$ cat config.mk
export PLATFORM = sky130hd
export DESIGN_NAME = hilo_muldiv
export DESIGN_NICKNAME = d
export VERILOG_FILES = /design/src/rtl/alu_pkg.sv /design/src/rtl/hilo_sign_fix.sv /design/src/rtl/hilo_muldiv.sv
export SDC_FILE = /design/constraint.sdc
export NUM_CORES = 1
export LEC_CHECK = 0
export ABC_AREA = 1
export ABC_CLOCK_PERIOD_IN_PS = 3300
export BUFFER_PORTS_ARGS = -buffer_cell sky130_fd_sc_hd__buf_2
export CAP_MARGIN = 20
export CORE_ASPECT_RATIO = 1.1
export CORE_MARGIN = 10
export CORE_UTILIZATION = 35
export DETAILED_ROUTE_END_ITERATION = 16
export SLEW_MARGIN = 20
export SYNTH_ARGS = -nofsm -noshare
export SYNTH_HDL_FRONTEND = slang
export SYNTH_SLANG_ARGS = --single-unit
$ cat constraint.sdc
create_clock -name clk -period 3.3 [get_ports clk]
set_clock_uncertainty 0.2 [all_clocks]
set_input_delay 0.66 -clock clk [delete_from_list [all_inputs] [get_ports clk]]
set_output_delay 0.66 -clock clk [all_outputs]
set_load 0.01 [all_outputs]
$ cat src/rtl/alu_pkg.sv
// Shared opcodes, sign-select index and FSM state type for the execute-stage
// arithmetic blocks.
package alu_pkg;
    localparam logic [3:0] OP_MULT  = 4'b0010;
    localparam logic [3:0] OP_DIV   = 4'b0011;
    localparam int         SIGN_BIT = 0;

    typedef enum logic [1:0] {
        IDLE = 2'd0,
        MUL  = 2'd1,
        DIV  = 2'd2,
        FIX  = 2'd3
    } mdState;
endpackage

$ cat src/rtl/hilo_sign_fix.sv
// Conditional two's-complement negation of a 2*WIDTH word, either as one wide
// value (product) or as two independent WIDTH halves (operands, quotient/remainder).
module hilo_sign_fix #(
    parameter int WIDTH = 32
) (
    input  logic [2*WIDTH-1:0] dataIn,
    input  logic               negWide,
    input  logic               negHi,
    input  logic               negLo,
    output logic [2*WIDTH-1:0] dataOut
);
    logic [WIDTH-1:0] hiIn;
    logic [WIDTH-1:0] loIn;
    logic [WIDTH-1:0] hiOut;
    logic [WIDTH-1:0] loOut;

    assign hiIn  = dataIn[2*WIDTH-1:WIDTH];
    assign loIn  = dataIn[WIDTH-1:0];
    assign hiOut = negHi ? (~hiIn + WIDTH'(1)) : hiIn;
    assign loOut = negLo ? (~loIn + WIDTH'(1)) : loIn;

    always_comb begin
        if (negWide) begin
            dataOut = ~dataIn + (2*WIDTH)'(1);
        end else begin
            dataOut = {hiOut, loOut};
        end
    end
endmodule

$ cat src/rtl/hilo_muldiv.sv
// Iterative multiply/divide engine owning HI/LO; shift-add multiply and
// restoring divide on magnitudes, sign fix-up applied before the HI/LO write.
//
// state | meaning
// IDLE  | waiting for start; mthi/mtlo writes allowed
// MUL   | one shift-add iteration per cycle
// DIV   | one restoring shift-subtract iteration per cycle
// FIX   | sign correction of the raw result, HI/LO written, done raised
module hilo_muldiv
    import alu_pkg::*;
#(
    parameter int WIDTH = 32
) (
    input  logic             clk,
    input  logic             rst_n,
    input  logic             start,
    input  logic [3:0]       operation,
    input  logic [1:0]       sign,
    input  logic [WIDTH-1:0] A,
    input  logic [WIDTH-1:0] B,
    input  logic             hi_we,
    input  logic             lo_we,
    input  logic [WIDTH-1:0] wdata,
    output logic             busy,
    output logic             done,
    output logic             div_by_zero,
    output logic [WIDTH-1:0] outHI,
    output logic [WIDTH-1:0] outLO
);
    localparam int CNT_W = $clog2(WIDTH + 1);

    mdState             stateQ;
    mdState             stateD;
    logic [CNT_W-1:0]   count;
    logic [WIDTH-1:0]   accHi;
    logic [WIDTH-1:0]   accLo;
    logic [WIDTH-1:0]   opB;
    logic               aNeg;
    logic               bNeg;
    logic               isDivQ;
    logic [WIDTH-1:0]   hiReg;
    logic [WIDTH-1:0]   loReg;
    logic               doneQ;
    logic               dbzQ;

    logic               validOp;
    logic               accept;
    logic               isDivIn;
    logic               zeroDiv;
    logic               opSigned;
    logic               aNegIn;
    logic               bNegIn;
    logic               lastIter;
    logic               unusedSign;

    logic [2*WIDTH-1:0] fixIn;
    logic [2*WIDTH-1:0] fixOut;
    logic               fixNegWide;
    logic               fixNegHi;
    logic               fixNegLo;

    logic [WIDTH:0]     mulSum;
    logic [WIDTH:0]     divShift;
    logic [WIDTH:0]     divDiff;
    logic               divFits;

    assign validOp    = (operation == OP_MULT) || (operation == OP_DIV);
    assign accept     = (stateQ == IDLE) && start && validOp;
    assign isDivIn    = (operation == OP_DIV);
    assign zeroDiv    = accept && isDivIn && (B == '0);
    assign opSigned   = sign[SIGN_BIT];
    assign unusedSign = sign[1];
    assign aNegIn     = opSigned & A[WIDTH-1];
    assign bNegIn     = opSigned & B[WIDTH-1];
    assign lastIter   = (count == CNT_W'(1));

    assign mulSum   = {1'b0, accHi} + (accLo[0] ? {1'b0, opB} : '0);
    assign divShift = {accHi, accLo[WIDTH-1]};
    assign divFits  = (divShift >= {1'b0, opB});
    assign divDiff  = divShift - {1'b0, opB};

    // One sign unit: operand magnitudes while idle, result correction in FIX.
    always_comb begin
        fixIn      = {accHi, accLo};
        fixNegWide = 1'b0;
        fixNegHi   = 1'b0;
        fixNegLo   = 1'b0;
        if (stateQ == IDLE) begin
            fixIn    = {A, B};
            fixNegHi = aNegIn;
            fixNegLo = bNegIn;
        end else if (isDivQ) begin
            fixNegHi = aNeg;
            fixNegLo = aNeg ^ bNeg;
        end else begin
            fixNegWide = aNeg ^ bNeg;
        end
    end

    hilo_sign_fix #(.WIDTH(WIDTH)) u_signFix (
        .dataIn (fixIn),
        .negWide(fixNegWide),
        .negHi  (fixNegHi),
        .negLo  (fixNegLo),
        .dataOut(fixOut)
    );

    always_comb begin
        stateD = stateQ;
        case (stateQ)
            IDLE: if (accept && !zeroDiv) stateD = isDivIn ? DIV : MUL;
            MUL,
            DIV:  if (lastIter) stateD = FIX;
            FIX:  stateD = IDLE;
            default: stateD = IDLE;
        endcase
    end

    always_ff @(posedge clk or negedge rst_n) begin
        if (!rst_n) begin
            stateQ <= IDLE;
        end else begin
            stateQ <= stateD;
        end
    end

    always_ff @(posedge clk or negedge rst_n) begin
        if (!rst_n) begin
            count  <= '0;
            accHi  <= '0;
            accLo  <= '0;
            opB    <= '0;
            aNeg   <= 1'b0;
            bNeg   <= 1'b0;
            isDivQ <= 1'b0;
            hiReg  <= '0;
            loReg  <= '0;
            doneQ  <= 1'b0;
            dbzQ   <= 1'b0;
        end else begin
            doneQ <= 1'b0;
            case (stateQ)
                IDLE: begin
                    if (accept) begin
                        dbzQ   <= zeroDiv;
                        isDivQ <= isDivIn;
                        aNeg   <= aNegIn;
                        bNeg   <= bNegIn;
                        count  <= CNT_W'(WIDTH);
                        accHi  <= '0;
                        accLo  <= fixOut[2*WIDTH-1:WIDTH];
                        opB    <= fixOut[WIDTH-1:0];
                        if (zeroDiv) begin
                            hiReg <= A;
                            loReg <= '1;
                            doneQ <= 1'b1;
                        end
                    end else begin
                        if (hi_we) hiReg <= wdata;
                        if (lo_we) loReg <= wdata;
                    end
                end
                MUL: begin
                    accHi <= mulSum[WIDTH:1];
                    accLo <= {mulSum[0], accLo[WIDTH-1:1]};
                    count <= count - CNT_W'(1);
                end
                DIV: begin
                    accHi <= divFits ? divDiff[WIDTH-1:0] : divShift[WIDTH-1:0];
                    accLo <= {accLo[WIDTH-2:0], divFits};
                    count <= count - CNT_W'(1);
                end
                FIX: begin
                    hiReg <= fixOut[2*WIDTH-1:WIDTH];
                    loReg <= fixOut[WIDTH-1:0];
                    doneQ <= 1'b1;
                end
                default: ;
            endcase
        end
    end

    assign busy        = (stateQ != IDLE);
    assign done        = doneQ;
    assign div_by_zero = dbzQ;
    assign outHI       = hiReg;
    assign outLO       = loReg;
endmodule

# [After elaboration in Yosys (flattened, before gate mapping)]
# Index checks and enable logic that the tools add are counted.
[op_classes] n_mux=33 order_cmp=1 n_reduce_logical=20 n_eq_ne=12 add_sub_neg=6 bitwise_logic=6
[op_table] cell="two-way mux 32 bit" count=12
[op_table] cell="one-hot mux 32 bit (3 select lines)" count=2
[op_table] cell="two-way mux 64 bit" count=2
[op_table] cell="one-hot mux 32 bit (2 select lines)" count=2
[op_table] cell="adder 32 x 1 -> 32 bit (second input constant)" count=2
[op_table] cell="adder 64 x 1 -> 64 bit (second input constant)" count=1
[op_table] cell="NOT 32 bit" count=2
[op_table] cell="NOT 64 bit" count=1
[op_table] cell="adder 32 x 32 -> 33 bit" count=1
[op_table] cell="greater-or-equal comparator 33 x 32 -> 1 bit" count=1
[op_table] cell="zero test 32 bit" count=1
[op_table] cell="subtractor 32 bit" count=1
[op_table] cell="one-hot mux 6 bit (2 select lines)" count=1
[op_table] cell="inequality test 3 bit (second input constant)" count=3
[op_table] cell="== test 4 x 2 -> 1 bit (second input constant)" count=2
[op_table] cell="two-way mux 1 bit" count=8
[op_table] cell="AND reduction 2 bit" count=4
[op_table] cell="== test 6 x 1 -> 1 bit (second input constant)" count=1
[op_table] cell="two-way mux 2 bit" count=3
[op_table] cell="two-way mux 6 bit" count=1
[op_table] cell="one-hot mux 2 bit (3 select lines)" count=1
[op_table] cell="AND reduction 3 bit" count=2
[op_table] cell="nonzero test 2 bit" count=3
[op_table] cell="subtractor 6 x 1 -> 6 bit (second input constant)" count=1
[op_table] cell="other kinds (13)" count=20
[totals] output_inout_bits=67 register_bits=173 word_cells=90 in_bits=107

# [Logic depth before layout (Yosys ltp)]
[depth] depth_word=9 depth_mapped=21 ltp_nobuf=19

# [Hierarchy]
# Synthesis repeated with hierarchy kept, for this count alone.
[hier_totals] cells_unflattened=3004 area_unflattened_um2=17481.8
[by_module_without_submodules] module="hilo_muldiv" seq_area_each_um2=4329.2 cells_each=2342 instances=1 area_each_um2=14522.7
[by_module_without_submodules] module="hilo_sign_fix" seq_area_each_um2=0.0 cells_each=662 instances=1 area_each_um2=2959.1

# [Worst setup path after synthesis]
# OpenSTA, ideal clock, no wires.
[synth_timing] path_kind="register to register" startpoint="register stateQ[0]" endpoint="register accLo[28]" stages_incl_launch_ff=19 synth_period_minus_slack_ps=2808 arrival_ps=2488 n_path_buf=2 slack_ps=492 setup_ps=121 required_time_ps=2979 cell_sequence="dfrtp_1 > inv_1 > ha_1 > buf_4 > nand2_1 > o21ai_1 > ha_1 > nand3_1 > nor2_1 > nand3_1 > nor2_2 > nand3_1 > nand2_1 > buf_4 > nand3_1 > nand2_1 > nand2_1 > o21ai_1 > nand2_1"
[synth_between] elab_chain_len=8 elab_cells_between_ends=19 cone_classes="add/sub (2); eq/ne (3); mux (7); bitwise (2); reduce/logical (5)"
[synth_rtl] element="start, declared" line_no="hilo_muldiv.sv:32" rtl="mdState stateQ;"
[synth_rtl] element="start signal, assigned" line_no="hilo_muldiv.sv:123" rtl="stateQ <= stateD;"
[synth_rtl] element="zero test 2 bit" line_no="hilo_muldiv.sv:68, hilo_muldiv.sv:88, hilo_muldiv.sv:142"
[synth_rtl] element="two-way mux 64 bit" line_no="hilo_muldiv.sv:88" rtl="if (stateQ == IDLE) begin"
[synth_rtl] element="NOT 32 bit" line_no="hilo_sign_fix.sv:19" rtl="assign hiOut = negHi ? (~hiIn + WIDTH'(1)) : hiIn;"
[synth_rtl] element="adder 32 x 1 -> 32 bit" line_no="hilo_sign_fix.sv:19"
[synth_rtl] element="two-way mux 32 bit" line_no="hilo_sign_fix.sv:19"
[synth_rtl] element="two-way mux 64 bit" line_no="hilo_sign_fix.sv:23" rtl="if (negWide) begin"
[synth_rtl] element="two-way mux 32 bit" line_no="hilo_muldiv.sv:144" rtl="if (accept) begin"
[synth_rtl] element="one-hot mux 32 bit (3 select lines)" line_no="hilo_muldiv.sv:142" rtl="case (stateQ)"
[synth_rtl] element="end signal, assigned" line_no="hilo_muldiv.sv:151" rtl="accLo <= fixOut[2*WIDTH-1:WIDTH];"
[synth_rtl] element="end signal, assigned" line_no="hilo_muldiv.sv:165" rtl="accLo <= {mulSum[0], accLo[WIDTH-1:1]};"
[synth_rtl] element="end signal, assigned" line_no="hilo_muldiv.sv:170" rtl="accLo <= {accLo[WIDTH-2:0], divFits};"
[synth_rtl] element="end, declared" line_no="hilo_muldiv.sv:36" rtl="logic [WIDTH-1:0] accLo;"
# Several ways; a longest one is shown, not always the timed one. The select of a mux whose other input is x is not followed.
# A chain may end at the register's enable or synchronous reset.

# [Worst setup path after layout]
[layout_timing] startpoint="register stateQ[0]" endpoint="register accLo[12]"
# Same word-level chain as after synthesis.

==> impl_metrics.toml <==
[pwr]
report.power.total_mw = 27.4
ir_drop_mv = 0.560
p_leak_nw = 10.8
power_density_nw_per_um2 = 1330

[setup_path]
worstPathMaxFanout = 30
crit_family = "simple AND/OR/NAND/NOR gates"
crit_chain = "inv_1, ha_4, buf_16, o21ai_0, nor2_1, nand3_1, nor2_4, nand3_1, nand2_2, buf_12, nand3_1, nand2_1, nand2_1, nand3_1, o21ai_1"
path_buf_inv = 3
critical_path.endpoint = "accLo[12]$_DFFE_PN0P_"
reg2reg_to = "accLo[12]$_DFFE_PN0P_"
crit_cells = 15
worst_setup_path_end_kind = "register"
setup.worst_path.start = "stateQ[0]$_DFFE_PN0P_"
reg2reg_setup_slack_ns = 0.07
startpoint_type = "register"
slowest_delay_ns = 0.40
path_common_cell = "nand3_1"
crit_type = "reg -> reg"
rr_worst_depth = 15
crit_slowest_cell = "dfrtp_1"
required_ns = 3.47
reg2reg_from = "stateQ[0]$_DFFE_PN0P_"
crit_arrival_ns = 3.40

[placement]
place_inst = 3813
postPlaceCellArea_um2 = 19700
hpwl_um = 70000
io_buffers = 172
gp_congestion = 1.08

[detailed_routing]
drt_iter0_markers = 2022
route.detailed.drc = 0
drt_wl_total_um = 84700
post_drt_wl_per_cell_um = 22.0
vias = 20700
dr.pass1.iters = 6
antenna_left = 0
viasPerCell = 5.37

[global_route]
grt.total_usage = 0.281
grt-ovfl-total = 0
grt_max_degree = 62
grt_pass1_vias = 19500
grt_pass1_wl_um = 123000
antenna_found_initial = 3

[synthesis]
netlist_area_um2 = 17100
yosysTopAreaCellShare = 0.253
synth_seq_cells = 173
yosysTopAreaCell = "dfrtp_1"
ys_top_cells_by_area = "dfrtp_1 25%, nand2_1 22%, nor2_1 8.1%, inv_1 6.8%, o21ai_0 6.6%"
synth_warnings = 0
netlist_instances = 2934
ys_types = 42
seq_area_frac_synth = 0.253
avgSynthCellArea_um2 = 5.84
synth_fp_nets = 3116

[sta]
finalCritPeriodShare = 0.978
final_max_slew_viol_count = 0
period_needed_ns = 3.23
achievable-frequency_mhz = 310
rsz0062_at_grt = "true"
relSlewSlack = 0.467
hold_viol = 0
setup_viol = 0
tightest_slew_ns = 0.791

[final_layout]
layout_commonest_cell = "nand2_1"
drive_above_1_share = 0.149
nets = 3374
instances_no_fill = 3851
final_cell_area_um2 = 20700
syn2layout_area_growth_pct = 20.6
final_cell_mix = "973 x nand2_1, 349 x nor2_1, 307 x inv_1"

[die]
coreArea_um2 = 48100
std_cell_rows = 84
die_h_um = 252
start_util = 0.356
die-area_um2 = 58200
die_w_um = 231
io_pins = 174

[flow_run]
drv_cap = 0

[cts]
numCtsBuffers = 17
root_buffer = "clkbuf_16"
cts_tree = "yes"
cts_sinks = 173
clk_pin_slew_ns = 0.08
htree_levels = 4
insertion_delay_ns = 0.49
clock_path_buffers = 2

[run_status]
outcome = "complete, no violations"

[min_path]
hold_path.class = "reg -> reg"
==> synth_stat cells <==
cell type and count:
buf_1 4, nor2_1 371, xnor2_1 13, buf_6 4
nor3_4 1, a21o_1 6, nand3_1 214, dfrtp_1 173
nor2_4 2, nor2_2 8, o221ai_1 1, nand2_1 992
and2_1 2, nor4_1 6, o211ai_1 5, o21ai_0 227
fa_1 2, buf_2 18, or2_1 2, inv_1 309
inv_2 8, o21a_1 13, o31ai_1 1, a21boi_1 1
a221oi_1 25, clkbuf_1 68, nand3b_1 14, buf_4 16
a21boi_0 1, xor2_1 28, nand2_2 2, nand4_1 35
o21bai_1 7, o21ai_2 4, ha_1 73, or2_0 1
a21oi_1 175, o22ai_1 5, a31oi_1 21, or2_2 10
o21ai_1 51, nor3_1 15
==> report_power, final <==
part           switching [mW]  internal [mW]  leakage (nW)
logic                    14.1           6.95          8.35
clock network            1.01           1.23         0.302
registers               0.966           3.13          2.13
==> sequential cells by signal, summed over array words and instances, names as in the netlist <==
register     count
count            6
isDivQ           1
outHI           32
div_by_zero      1
done             1
bNeg             1
accHi           32
accLo           32
stateQ           2
outLO           32
aNeg             1
opB             32
==> metrics by stage <==
| step | setup TNS (ns) | util | hold WS [ns] | worst slack (ns) |
|---|---|---|---|---|
| final | 0 | 0.429 | 0.280 | 0.0714 |
| after global routing | -0.128 | 0.429 | 0.303 | -0.0275 |
| after floorplan | 0 | - | 0.164 | 0.492 |
| after global placement | -0.0114 | 0.410 | 0.255 | -0.0114 |
| after CTS | 0 | 0.423 | 0.280 | 0.0213 |
| after detailed placement | 0 | 0.410 | 0.258 | 0.0113 |
==> metal layers <==
layer / part of all wire / GRT usage / routed length (µm)
met1: 0.40 / 0.340 / 33600
met4: 0.076 / 0.193 / 6410
met3: 0.069 / 0.0402 / 5830
met2: 0.46 / 0.457 / 38800
met5: 0.00015 / 0 / 13
==> what timing repair did <==
item	in CTS	in global routing
pin swaps	0	5
hold endpoints to repair	53	0
hold buffers	1	0
cloned	0	2
setup buffers	0	2
endpoints found under the setup margin	1	71
gates resized for setup	1	72
==> layout make-up <==
cell class / instances / area [µm²]
sequential: 173 / 4330
clock buffer: 19 / 443
tap: 645 / 807
timing repair buffer: 349 / 2380
inverter: 317 / 1190
multi-input combinational: 2334 / 11300
clock inverter: 13 / 178
antenna: 1 / 2.50
fill: 5498 / 27500
==> worst min-delay path by stage <==
stage                                      from               endpoint  slack (ns)  depth (start not counted)
final                      outLO[7]$_DFFE_PN0P_   outLO[7]$_DFFE_PN0P_        0.28                          2
after global routing      outLO[22]$_DFFE_PN0P_  outLO[22]$_DFFE_PN0P_        0.30                          2
after CTS                 outLO[22]$_DFFE_PN0P_  outLO[22]$_DFFE_PN0P_        0.28                          2
after detailed placement   outLO[4]$_DFFE_PN0P_   outLO[4]$_DFFE_PN0P_        0.26                          2
after global placement     outLO[4]$_DFFE_PN0P_   outLO[4]$_DFFE_PN0P_        0.25                          2
after floorplan                           rst_n       aNeg$_DFFE_PN0P_        0.16                          0
==> kinds of logic after synthesis <==
logic type	after synthesis	share of synthesized area
and+or+nand+nor	1675	0.398
AOI/OAI and AO/OA	543	0.172
buffers and inverters	427	0.100
DFF	173	0.253
adders and majority gates	75	0.0557
xor gates and xnor gates	41	0.0210
==> worst reg2reg max path, delay by kind of cell, from the launching register on <==
family / cells / cell delay [ns]
AOI/OAI and AO/OA: 2 / 0.32
and+or+nand+nor: 9 / 1.48
buffers and inverters: 3 / 0.47
adders and majority gates: 1 / 0.24
DFF: 1 / 0.40
Power figures use the tool's default switching activity.
